===== src/rtl/msg_ram_uart_tx.sv =====
// Reads a NUL-terminated string from the message RAM and sends it on a UART TX line.
// Optional MSG_TX_PARITY_EN: 7E1 frames (start, 7 data bits, even parity, stop); otherwise 8N1 with bit 7 = 0.
module msg_ram_uart_tx #(
  parameter int unsigned DataWidth    = 7,
  parameter int unsigned AddrWidth    = 6,
  parameter int unsigned MemorySize   = 43,
  parameter int unsigned ClocksPerBit = 10417
) (
  input  logic                 clock,
  input  logic                 reset,
  input  logic                 start,
  input  logic [DataWidth-1:0] ram_dout,
  output logic [AddrWidth-1:0] address,
  output logic                 writeOrread,
  output logic                 tx,
  output logic                 busy,
  output logic                 done
);

  localparam int unsigned CntWidth  = (ClocksPerBit > 1) ? $clog2(ClocksPerBit) : 1;
  localparam int unsigned FrameBits = 8;
  localparam int unsigned IdxWidth  = 3;
`ifdef MSG_TX_PARITY_EN
  localparam int unsigned LastDataBit = DataWidth - 1;
`else
  localparam int unsigned LastDataBit = FrameBits - 1;
`endif

`ifdef MSG_TX_PARITY_EN
  typedef enum logic [2:0] {
    S_IDLE, S_FETCH, S_START, S_DATA, S_PARITY, S_STOP, S_FIN
  } state_t;
`else
  typedef enum logic [2:0] {
    S_IDLE, S_FETCH, S_START, S_DATA, S_STOP, S_FIN
  } state_t;
`endif

  state_t                state_q, state_d;
  logic [CntWidth-1:0]   cnt_q, cnt_d;
  logic [IdxWidth-1:0]   bit_q, bit_d;
  logic [DataWidth-1:0]  shreg_q, shreg_d;
  logic [AddrWidth-1:0]  addr_d;
  logic                  tx_d, busy_d, done_d;
  logic                  bit_end_c;
  logic [FrameBits-1:0]  frame_c;

  assign writeOrread = 1'b0;
  assign bit_end_c   = (cnt_q == CntWidth'(ClocksPerBit - 1));
  // Data byte on the wire; bits above the character width are sent as 0.
  assign frame_c     = FrameBits'(shreg_q);

  // State and output registers
  always_ff @(posedge clock) begin
    if (reset) begin
      state_q <= S_IDLE;
      cnt_q   <= '0;
      bit_q   <= '0;
      shreg_q <= '0;
      address <= '0;
      tx      <= 1'b1;
      busy    <= 1'b0;
      done    <= 1'b0;
    end else begin
      state_q <= state_d;
      cnt_q   <= cnt_d;
      bit_q   <= bit_d;
      shreg_q <= shreg_d;
      address <= addr_d;
      tx      <= tx_d;
      busy    <= busy_d;
      done    <= done_d;
    end
  end

  // Next-state and next-output logic; the baud counter clears on every bit boundary and state entry
  always_comb begin
    state_d = state_q;
    cnt_d   = '0;
    bit_d   = bit_q;
    shreg_d = shreg_q;
    addr_d  = address;
    tx_d    = tx;
    busy_d  = busy;
    done_d  = 1'b0;

    unique case (state_q)
      S_IDLE: begin
        addr_d = '0;
        tx_d   = 1'b1;
        busy_d = 1'b0;
        if (start) begin
          state_d = S_FETCH;
          busy_d  = 1'b1;
        end
      end

      S_FETCH: begin
        shreg_d = ram_dout;
        if (ram_dout == '0) begin
          state_d = S_FIN;
          done_d  = 1'b1;
        end else begin
          state_d = S_START;
          tx_d    = 1'b0;
        end
      end

      S_START: begin
        if (bit_end_c) begin
          state_d = S_DATA;
          bit_d   = '0;
          tx_d    = frame_c[0];
        end else begin
          cnt_d = CntWidth'(cnt_q + CntWidth'(1));
        end
      end

      S_DATA: begin
        if (bit_end_c) begin
          if (bit_q == IdxWidth'(LastDataBit)) begin
`ifdef MSG_TX_PARITY_EN
            state_d = S_PARITY;
            tx_d    = ^shreg_q;
`else
            state_d = S_STOP;
            tx_d    = 1'b1;
`endif
          end else begin
            bit_d = IdxWidth'(bit_q + IdxWidth'(1));
            tx_d  = frame_c[IdxWidth'(bit_q + IdxWidth'(1))];
          end
        end else begin
          cnt_d = CntWidth'(cnt_q + CntWidth'(1));
        end
      end

`ifdef MSG_TX_PARITY_EN
      S_PARITY: begin
        if (bit_end_c) begin
          state_d = S_STOP;
          tx_d    = 1'b1;
        end else begin
          cnt_d = CntWidth'(cnt_q + CntWidth'(1));
        end
      end
`endif

      S_STOP: begin
        if (bit_end_c) begin
          if (address == AddrWidth'(MemorySize - 1)) begin
            state_d = S_FIN;
            done_d  = 1'b1;
          end else begin
            state_d = S_FETCH;
            addr_d  = AddrWidth'(address + AddrWidth'(1));
          end
        end else begin
          cnt_d = CntWidth'(cnt_q + CntWidth'(1));
        end
      end

      S_FIN: begin
        state_d = S_IDLE;
        addr_d  = '0;
        busy_d  = 1'b0;
      end

      default: begin
        state_d = S_IDLE;
        tx_d    = 1'b1;
        busy_d  = 1'b0;
        addr_d  = '0;
      end
    endcase
  end

endmodule


===== config.mk =====
export PLATFORM = sky130hd
export DESIGN_NAME = msg_ram_uart_tx
export DESIGN_NICKNAME = d
export VERILOG_FILES = /design/src/rtl/msg_ram_uart_tx.sv
export SDC_FILE = /design/constraint.sdc
export NUM_CORES = 1
export LEC_CHECK = 0
export BUFFER_PORTS_ARGS = -buffer_cell sky130_fd_sc_hd__buf_2
export CAP_MARGIN = 25
export CORE_MARGIN = 1.5
export CORE_UTILIZATION = 52
export DETAILED_ROUTE_END_ITERATION = 7
export PLACE_DENSITY = 0.75
export RECOVER_POWER = 50
export SYNTH_ARGS = -nofsm -noshare
export SYNTH_HDL_FRONTEND = slang
export SYNTH_SLANG_ARGS = --single-unit

===== constraint.sdc =====
create_clock -name clock -period 1.9 [get_ports clock]
set_clock_uncertainty 0.1 [all_clocks]
set_input_delay 0.095 -clock clock [delete_from_list [all_inputs] [get_ports clock]]
set_output_delay 0.095 -clock clock [all_outputs]
set_load 0.01 [all_outputs]

# == After elaboration in Yosys (flattened, before gate mapping) ==
# Index checks and enable logic that the tools add are counted.
# totals
reg_bits,36
output_inout_bits,10
word_cells,71
# op_classes
n_lt_le_gt_ge,1
n_reduce_logical,12
n_bitwise,3
mux,28
add_sub_neg,3
eq_ne,16
# op_table
cell,n
$mux W3,10
$ne A2 B2 Y1 const B,8
$pmux W3 S5,1
$add A14 B1 Y14 const B,1
$eq A14 B14 Y1 const B,1
$mux W6,2
$pmux W6 S2,1
$eq A3 B3 Y1 const B,3
$mux W1,9
$reduce_or A3 Y1,3
$reduce_and A4 Y1,2
$logic_not A7 Y1,1
$add A6 B1 Y6 const B,1
$eq A3 B2 Y1 const B,2
$eq A6 B6 Y1 const B,1
$pmux W3 S2,1
$reduce_and A5 Y1,1
$lt A3 B4 Y1 const B,1
$pmux W1 S2,2
$pmux W1 S4,1
$reduce_or A4 Y1,1
$add A3 B1 Y3 const B,1
$bmux W1 S3,1
$eq A3 B1 Y1 const B,1
5 further kinds,7

# == Longest topological paths before layout ==
# Gate-level depths: netlist of run 1.
# depth
ltp_word,6
depth_mapped,8

# == Least setup slack after synthesis of run 1 ==
# No wires, ideal clock.
# synth_path
kind,flip-flop to flip-flop
startpoint,reg cnt_q[0]
endpoint,reg state_q[2]
path_slack_ns,0.010
setup_ns,0.091
stages_incl_launch_ff,9
arrival_time_ns,1.699
required_time_ns,1.709
cell_sequence,dfxtp_1 > inv_1 > ha_1 > and3b_1 > and4_1 > buf_6 > a2111oi_4 > nor2_1 > a311oi_1
# synth_via
elab_chain_len,3
word_cells_on_any_way,5
# synth_rtl
element,line,rtl
from (decl),40,"logic [CntWidth-1:0] cnt_q, cnt_d;"
from (signal assigned),66,cnt_q <= cnt_d;
$eq A14 B14 Y1 *,49,assign bit_end_c = (cnt_q == CntWidth'(ClocksPerBit - 1));
$ne A2 B2 Y1 (no line),--,
$reduce_and A5 Y1 (no line) *,--,
to (signal assigned),65,state_q <= state_d;
to (decl),39,"state_t state_q, state_d;"
# Mark *: on every way between the ends. The rest lies on a longest branch, timed or not.
# A chain may end at the register's enable or synchronous reset.

# == Worst setup path after layout of run 1 ==
# layout_path
startpoint,in ram_dout[4]
endpoint,reg tx
# layout_via
elab_chain_len,3
# layout_rtl
element,line,rtl
from (decl),12,"input logic [DataWidth-1:0] ram_dout,"
$logic_not A7 Y1,100,if (ram_dout == '0) begin
$ne A2 B2 Y1 (no line),--,
$reduce_and A4 Y1 (no line),--,
to (signal assigned),70,tx <= tx_d;
to (decl),15,"output logic tx,"
# Every way passes these cells.

==> impl_metrics.toml, run 1 <==
[timing]
final_max_slew_viol_count = 0
finalCriticalPeriod_ns = 1.87
tns_ns = 0
finalHoldViolCount = 0
rsz0062_at_grt = "yes"
finalSetupViolations = 0
fmax_ghz = 0.534
fin_crit_sh_pct = 98.5
hold_slack_ns = 0.0125

[synthesis]
ys_dominant_reg_cell = "dfxtp_1"
yosysTopAreaCell = "dfxtp_1"
ys_types = 50
yosys_warnings = 0
synth_common_cells = "nor2_1 (38), dfxtp_1 (36), nand2_1 (11), xor2_1 (9)"
synth_seq_cells = 36
async_flop_share_pct = 0
synth_edf_count = 0
synth_area_leaders = "dfxtp_1 (38%), nor2_1 (7.6%), mux2i_1 (4.3%)"
yosysTopAreaCellShare_pct = 38.3
syn_inst = 211
syn-mean-instance-area_sq_um = 8.92
synth_area_sq_mm = 0.00188
ys_seq_area_share_pct = 38.3
yosysMostFrequentCell = "nor2_1"
syn_nets = 227

[clock_network]
cts_made_buffers = 5
tritoncts = "done"
clkLatencyLatePin_ns = 0.35
ctsRootBufferMaster = "clkbuf_4"
path_clk_slew_ns = 0.12
clk_path_buf_depth = 2
cts.sinks = 36
htreeDepth = 2

[global_route]
grt_max_degree = 25
antenna_found_initial = 0
grt_first_pass_wirelength_mm = 6.30
grtUsageTotal_pct = 19.9
overflow = 0
grt_pass1_vias = 1474

[die]
dieArea_sq_mm = 0.00399
initial_core_util_pct = 55.1
ios = 20
dieHeight_um = 63.2
rows = 21
fp.coreArea_sq_mm = 0.00342
die_w_um = 63.2

[detailed_routing]
drtAntennaViolNets = 0
num_vias = 1610
wirelength_mm = 3.76
avgRoutedWirePerCell_um = 12.7
drt_iter0_markers = 62
dr.pass1.iters = 4
drc_errors = 0
vias_per_cell = 5.44

[power]
p_clk_share_pct = 23.7
p_int_w = 0.00149
switchingPower_w = 0.000813
p_total_w = 0.00230
swShare_pct = 35.4
leakage_nw = 0.875
power_frac_seq_pct = 41.1
pwr_density_cell_mw_per_mm2 = 1010
ir_drop_uv = 714
combPwrFrac_pct = 35.2

[min_path]
holdPathStages = 3
hp-class = "input port to register"

[worst_setup_path]
r2r_cells = 6
critPathArrivalTime_ns = 2.02
path_class = "input port to register"
cp-end-kind = "register"
worstPathRequired_ns = 2.05
critPathMaxFanout = 3
start_kind = "input port"

[cells_and_area]
fin_util_pct = 66.9
multi_input_area_sq_mm = 0.00113
areaGrowthSynthToFinish_pct = 21.4
nNetsFinal = 265
seq_area_sq_um = 723
n_fill_cell = 290
fin_cells = 296
num_antenna_cells = 0
drive_gt1_share_pct = 20.8

[placement]
place_congestion = 0.826
dp.cells = 283
place_hpwl_mm = 2.65
io_buffer_count = 18

[flow_run]
drv_cap = 0

[status]
status = "finished clean"
## path summary, 6_finish.rpt
kind	start	to	slack, ns
worst max-delay path	ram_dout[4]	tx$_SDFFE_PP1P_	0.03
worst min-delay path	ram_dout[6]	shreg_q[6]$_SDFFE_PP0P_	0.01
worst max register to register	bit_q[0]$_SDFFE_PP0P_	tx$_SDFFE_PP1P_	0.09
worst min register to register	bit_q[1]$_SDFFE_PP0P_	bit_q[1]$_SDFFE_PP0P_	0.40
## placed cells by master, fill, tap and decap left out, types with 6 or more instances in the layout
cell type,count
nor2_1,37
dfxtp_1,34
buf_4,16
nand2_1,11
clkbuf_1,10
xor2_1,9
xnor2_1,8
nand3_1,8
mux2i_1,8
a21oi_1,7
buf_2,6
## flip-flops by register name, summed over array words and instances (netlist names)
| name | flops |
|---|---|
| done | 1 |
| cnt_q | 14 |
| busy | 1 |
| address | 6 |
| shreg_q | 7 |
| tx | 1 |
| state_q | 3 |
| bit_q | 3 |
## repair_timing
action                     4_1_cts  5_1_grt
hold buffers                     7        0
hold endpoints to repair         7        0
pin swaps                        0        9
setup endpoints to repair        1        8
setup buffers                    0        1
gates resized for setup          1       13
## per-layer routing
| metal | track usage (%) | part of all wire, % |
|---|---|---|
| met1 | 25.2 | 47 |
| met2 | 32.3 | 47 |
| met3 | 5.89 | 3.7 |
| met4 | 6.52 | 1.4 |
| met5 | 0 | 0 |
## metrics by stage
stage | area [sq um] | worst slack (ns)
finish | 2290 | 0.0283
detailed placement | 2110 | 0.0144
global placement | 2110 | 0.0587
global route | 2290 | -0.0915
CTS | 2260 | 0.0177
floorplan | 1880 | 0.00961
## layout make-up
class                   count  share of cell area [%]
well taps                  46                    2.52
inverters                   5                   0.821
clock buffers               5                    1.64
clock inverters             3                    1.86
multi-input cells         160                    49.6
flip-flops and latches     36                    31.6
repair buffers             41                    11.9
## power by group through the flow
stage / clock (W) / sequential, W / combinational (W)
after floorplan: 0 / 0.000933 / 0.000585
after global placement: 0 / 0.000959 / 0.000804
after detailed placement: 0 / 0.000962 / 0.000810
after CTS: 0.000560 / 0.000944 / 0.000826
after global routing: 0.000589 / 0.000962 / 0.000906
final: 0.000545 / 0.000946 / 0.000809
## worst max-delay path, cell delays in order
cell	delay, ns
dlygate4sd3_1	0.56
or4_4	0.44
nor4_4	0.23
buf_4	0.15
buf_4	0.11
a21oi_1	0.06
nor4_1	0.26
o31ai_1	0.12
## cell families (layout without fill, tap and decap cells)
family / after synthesis / count (layout) / share of synthesized area (%)
simple gates: 99 / 99 / 28.6
flops: 36 / 36 / 38.3
compound gates: 27 / 27 / 11.2
xor+xnor: 17 / 17 / 7.91
buf+inv: 15 / 54 / 3.79
mux: 10 / 10 / 6.05
fa+ha+maj: 6 / 6 / 3.99
other cells: 1 / 1 / 0.199
No activity file was read; power rests on OpenSTA's default activity.
==> inputs of run 2 (changes only) <==
Settings changed: ABC_CLOCK_PERIOD_IN_PS from default to 1900, REMOVE_ABC_BUFFERS from default to 1.
==> run 2 against run 1 <==
Hold slack better by 0.021 ns; non-clock buffer count rose by 6; first-iteration DRC count up 81%; sequential power rose by 0.6%; sequential cell count did not move; critical path type unchanged; critical endpoint unchanged; largest power group unchanged; highest routed layer unchanged.
==> impl_metrics.toml, run 2 (synthesis results as in run 1) <==
[worst_setup_path]
critPathCapture = "tx$_SDFFE_PP1P_"
critPathArrivalTime_ns = 1.96
path_class = "input port to register"
r2r_cells = 6
worstPathRequired_ns = 2.03
r2r_slack_ns = 0.12
start_kind = "input port"
cp-end-kind = "register"
cp-startpoint = "ram_dout[6]"
r2r-end = "tx$_SDFFE_PP1P_"
reg2reg_from = "bit_q[0]$_SDFFE_PP0P_"
critPathMaxFanout = 3

[timing]
finalSetupViolations = 0
finalHoldViolCount = 0
finalCriticalPeriod_ns = 1.83
final_max_slew_viol_count = 0
fmax_ghz = 0.547
setup_ws_ns = 0.0724
fin_crit_sh_pct = 96.2

[cells_and_area]
final_cell_mix = "nor2_1 (37), dfxtp_1 (35), buf_4 (24), nand2_1 (11)"
drive_gt1_share_pct = 22.0
top_regs = "cnt_q (14), shreg_q (7), address (6)"
nNetsFinal = 271
final_common_cell = "nor2_1"
largest_reg_flops = 14
areaGrowthSynthToFinish_pct = 23.9
fin_cells = 301
top_register = "cnt_q"
num_antenna_cells = 0

[power]
p_total_w = 0.00227
swShare_pct = 35.2
switchingPower_w = 0.000801
combPwrFrac_pct = 38.2
leakage_nw = 0.911
ir_drop_uv = 577
p_clk_share_pct = 19.9
p_int_w = 0.00147
pwr_density_cell_mw_per_mm2 = 975
power_frac_seq_pct = 41.9

[global_route]
grt_first_pass_wirelength_mm = 6.51
grtUsageTotal_pct = 20.8
antenna_found_initial = 0
grt_pass1_vias = 1588
grt_max_degree = 17
overflow = 0

[clock_network]
clk_path_buf_depth = 2
cts.sinks = 36
clkLatencyLatePin_ns = 0.34
htreeDepth = 2
cts_made_buffers = 5
tritoncts = "done"
ctsRootBufferMaster = "clkbuf_4"
path_clk_slew_ns = 0.11

[detailed_routing]
num_vias = 1659
drtAntennaViolNets = 0
avgRoutedWirePerCell_um = 13.2
drc_errors = 0
drt_iter0_markers = 112
vias_per_cell = 5.51
dr.pass1.iters = 4
wirelength_mm = 3.97

[die]
dieHeight_um = 63.2
initial_core_util_pct = 55.1
fp.coreArea_sq_mm = 0.00342
die_w_um = 63.2
ios = 20
dieArea_sq_mm = 0.00399
rows = 21

[placement]
place_hpwl_mm = 2.79
dp_slack_ns = 0.0364
place_congestion = 0.838
io_buffer_count = 18
dp.cells = 288

[flow_run]
drv_cap = 0

[status]
status = "finished clean"

[min_path]
hp-class = "input port to register"
holdPathStages = 3
run 2: worst min-delay path by stage:
stage | start | to
floorplan | reset | bit_q[1]$_SDFFE_PP0P_
global placement | ram_dout[6] | shreg_q[6]$_SDFFE_PP0P_
detailed placement | ram_dout[6] | shreg_q[6]$_SDFFE_PP0P_
CTS | start | state_q[2]$_SDFFE_PP0P_
global route | ram_dout[3] | shreg_q[3]$_SDFFE_PP0P_
finish | ram_dout[5] | shreg_q[5]$_SDFFE_PP0P_
run 2: layer usage:
metal,wire [um],vias to the layer above,global-route usage [%]
li1,-,833,-
met1,1900,783,25.1
met2,1890,39,35.2
met3,149,4,5.36
met4,34,0,8.42
met5,0,-,0
run 2: cell type report:
cell class	instances	area (sq um)
multi-input combinational	160	1140
fill	290	1080
sequential	36	722
timing repair buffer	47	332
clock buffer	7	65.1
tap	46	57.6
inverter	5	18.8
run 2: power by group through the flow:
| stage | Clock (W) | Sequential, W | Combinational, W |
|---|---|---|---|
| 2_1_floorplan | 0 | 0.00101 | 0.000468 |
| 3_3_place_gp | 0 | 0.000957 | 0.000840 |
| 3_5_place_dp | 0 | 0.000959 | 0.000845 |
| 4_1_cts | 0.000469 | 0.000943 | 0.000860 |
| 5_1_grt | 0.000496 | 0.000966 | 0.000972 |
| 6_report | 0.000454 | 0.000952 | 0.000869 |
run 2: worst max-delay path, stage by stage:
cell and delay (ns):
dlygate4sd3_1 0.56, or4_4 0.43, nor4_4 0.25, buf_4 0.17, a21oi_1 0.06, nor4_1 0.30, o31ai_1 0.09
run 2: stage by stage:
step / utilization (%) / setup TNS, ns / hold WS, ns / area, sq um
2_1_floorplan: - / -0.828 / 0.0641 / 1830
5_1_grt: 68.3 / -0.0682 / 0.0373 / 2330
4_1_cts: 67.2 / 0 / 0.138 / 2300
3_3_place_gp: 63.0 / 0 / 0.241 / 2150
3_5_place_dp: 63.0 / 0 / 0.252 / 2150
6_report: 68.3 / 0 / 0.0336 / 2330
run 2: what timing repair did:
action / in CTS / in global routing
hold buffers: 8 / 0
buffers inserted: 0 / 2
resized for setup: 0 / 13
endpoints found under the hold margin: 10 / 0
setup endpoints to repair: 0 / 8
==> inputs of run 3 (changes only) <==
Settings changed: CORE_UTILIZATION 52 to 54, CTS_BUF_LIST from default to sky130_fd_sc_hd__clkbuf_8, PLACE_DENSITY 0.75 to 0.77.
==> run 3 against run 2 <==
Sequential share of layout area decreased by 0.48 points; clock power increased by 45%; register-to-register slack got worse by 0.05 ns; non-clock buffer count increased by 4; sequential cell count unchanged; hold slack improved by 0.040 ns; critical path depth decreased by 2; sequential power decreased by 1%; count of clock-buffer cells in the layout decreased by 2; design area increased by 1.4%; via count decreased by 0.18%; largest cell class unchanged; largest power group unchanged.
==> impl_metrics.toml, run 3 (synthesis results as in run 1) <==
[status]
status = "finished clean"

[detailed_routing]
dr.pass1.iters = 4
drc_errors = 0
drtAntennaViolNets = 0
avgRoutedWirePerCell_um = 12.7
num_vias = 1656
drt_iter0_markers = 60
wirelength_mm = 3.90
vias_per_cell = 5.41

[timing]
fmax_ghz = 0.546
rsz0062_at_grt = "yes"
final_max_slew_viol_count = 0
finalCriticalPeriod_ns = 1.83
finalHoldViolCount = 0
finalSetupViolations = 0
fin_crit_sh_pct = 96.5
setup_ws_ns = 0.0670

[worst_setup_path]
cpMaxStageDelayCell = "dfxtp_1"
critPathMaxStageDelay_ns = 0.33
critPathArrivalTime_ns = 1.93
r2r_cells = 5
path_class = "register to register"
critPathMaxFanout = 3
worstPathRequired_ns = 1.99
start_kind = "register"
cp-end-kind = "register"
cp_cell_sequence = "nor4b_2 -> nand4_1 -> nor2_1 -> o21ai_0 -> a31o_2"

[clock_network]
ctsRootBufferMaster = "clkbuf_8"
htreeDepth = 2
cts.sinks = 36
clkLatencyLatePin_ns = 0.30
tritoncts = "done"
path_clk_slew_ns = 0.07
clk_path_buf_depth = 2
cts_made_buffers = 5

[die]
dieHeight_um = 62.1
dieArea_sq_mm = 0.00385
rows = 21
die_w_um = 62.1
ios = 20
initial_core_util_pct = 56.4
fp.coreArea_sq_mm = 0.00334

[placement]
post_dp_cell_area_sq_mm = 0.00218
place_congestion = 0.860
io_buffer_count = 18
dp_slack_ns = 0.0375
place_hpwl_mm = 2.85

[power]
ir_drop_uv = 571
leakage_nw = 0.941
pwr_density_cell_mw_per_mm2 = 1050
p_total_w = 0.00249

[cells_and_area]
num_antenna_cells = 0
seq_area_sq_um = 721
n_fill_cell = 277
top_regs = "cnt_q (14), shreg_q (7), address (6)"
drive_gt1_share_pct = 21.2
final_common_cell = "nor2_1"
top_register = "cnt_q"
final_cell_mix = "nor2_1 (38), dfxtp_1 (36), buf_4 (21), nand2_1 (11), clkbuf_1 (10)"
areaGrowthSynthToFinish_pct = 25.6
nNetsFinal = 275
stdcell_area_sq_mm = 0.00237
largest_reg_flops = 14
multi_input_area_sq_mm = 0.00112

[min_path]
holdPathStages = 3
hp-class = "input port to register"

[global_route]
grt_max_degree = 15
grt_pass1_vias = 1516
grt_first_pass_wirelength_mm = 6.47
antenna_found_initial = 0
grtUsageTotal_pct = 23.2
overflow = 0

[flow_run]
drv_cap = 0
-- run 3: routing by layer --
layer / vias up / part of all wire [%] / GRT usage [%]
met2: 37 / 47 / 35.4
met4: 0 / 2.6 / 10.9
met5: - / 0 / 0
met1: 765 / 46 / 29.4
li1: 841 / - / -
met3: 13 / 4.3 / 7.87
-- run 3: repair_timing --
item | CTS | global route
hold endpoints to repair | 10 | 0
hold buffers | 8 | 0
setup endpoints to repair | 0 | 6
buffers inserted | 0 | 0
gates resized for setup | 0 | 8
-- run 3: final cells by class --
class,count,area share [%]
tap,46,2.43
inverter,5,0.793
sequential,36,30.5
multi-input combinational,160,47.2
clock inverter,3,1.64
timing repair buffer,51,14.6
clock buffer,5,2.91
-- run 3: critical path, delay by kind of cell, from the launching register on --
kind / cells / cell delay, ns
and+or+nand+nor: 3 / 0.87
DFF: 1 / 0.33
AOI/OAI and AO/OA: 2 / 0.44
-- run 3: final timing paths --
path | slack (ns) | to | start
worst max register to register | 0.07 | address[1]$_SDFFE_PP0P_ | cnt_q[9]$_SDFF_PP0_
worst min register to register | 0.38 | bit_q[2]$_SDFFE_PP0P_ | bit_q[2]$_SDFFE_PP0P_
worst max-delay path | 0.07 | address[1]$_SDFFE_PP0P_ | cnt_q[9]$_SDFF_PP0_
worst min-delay path | 0.07 | shreg_q[6]$_SDFFE_PP0P_ | ram_dout[6]
-- run 3: through the flow --
step	util, %	cells	TNS, ns	hold WS, ns
floorplan	-	201	-0.828	0.0641
global placement	65.4	292	0	0.246
detailed placement	65.4	292	0	0.254
CTS	71.0	308	0	0.202
global route	70.9	306	-0.0498	0.104
finish	70.9	306	0	0.0736
-- run 3: power breakdown --
group          internal (W)  leakage, nW  switching (W)
sequential         0.000850        0.292      0.0000884
clock              0.000384       0.0593       0.000276
combinational      0.000428        0.590       0.000468
total               0.00166        0.941       0.000832
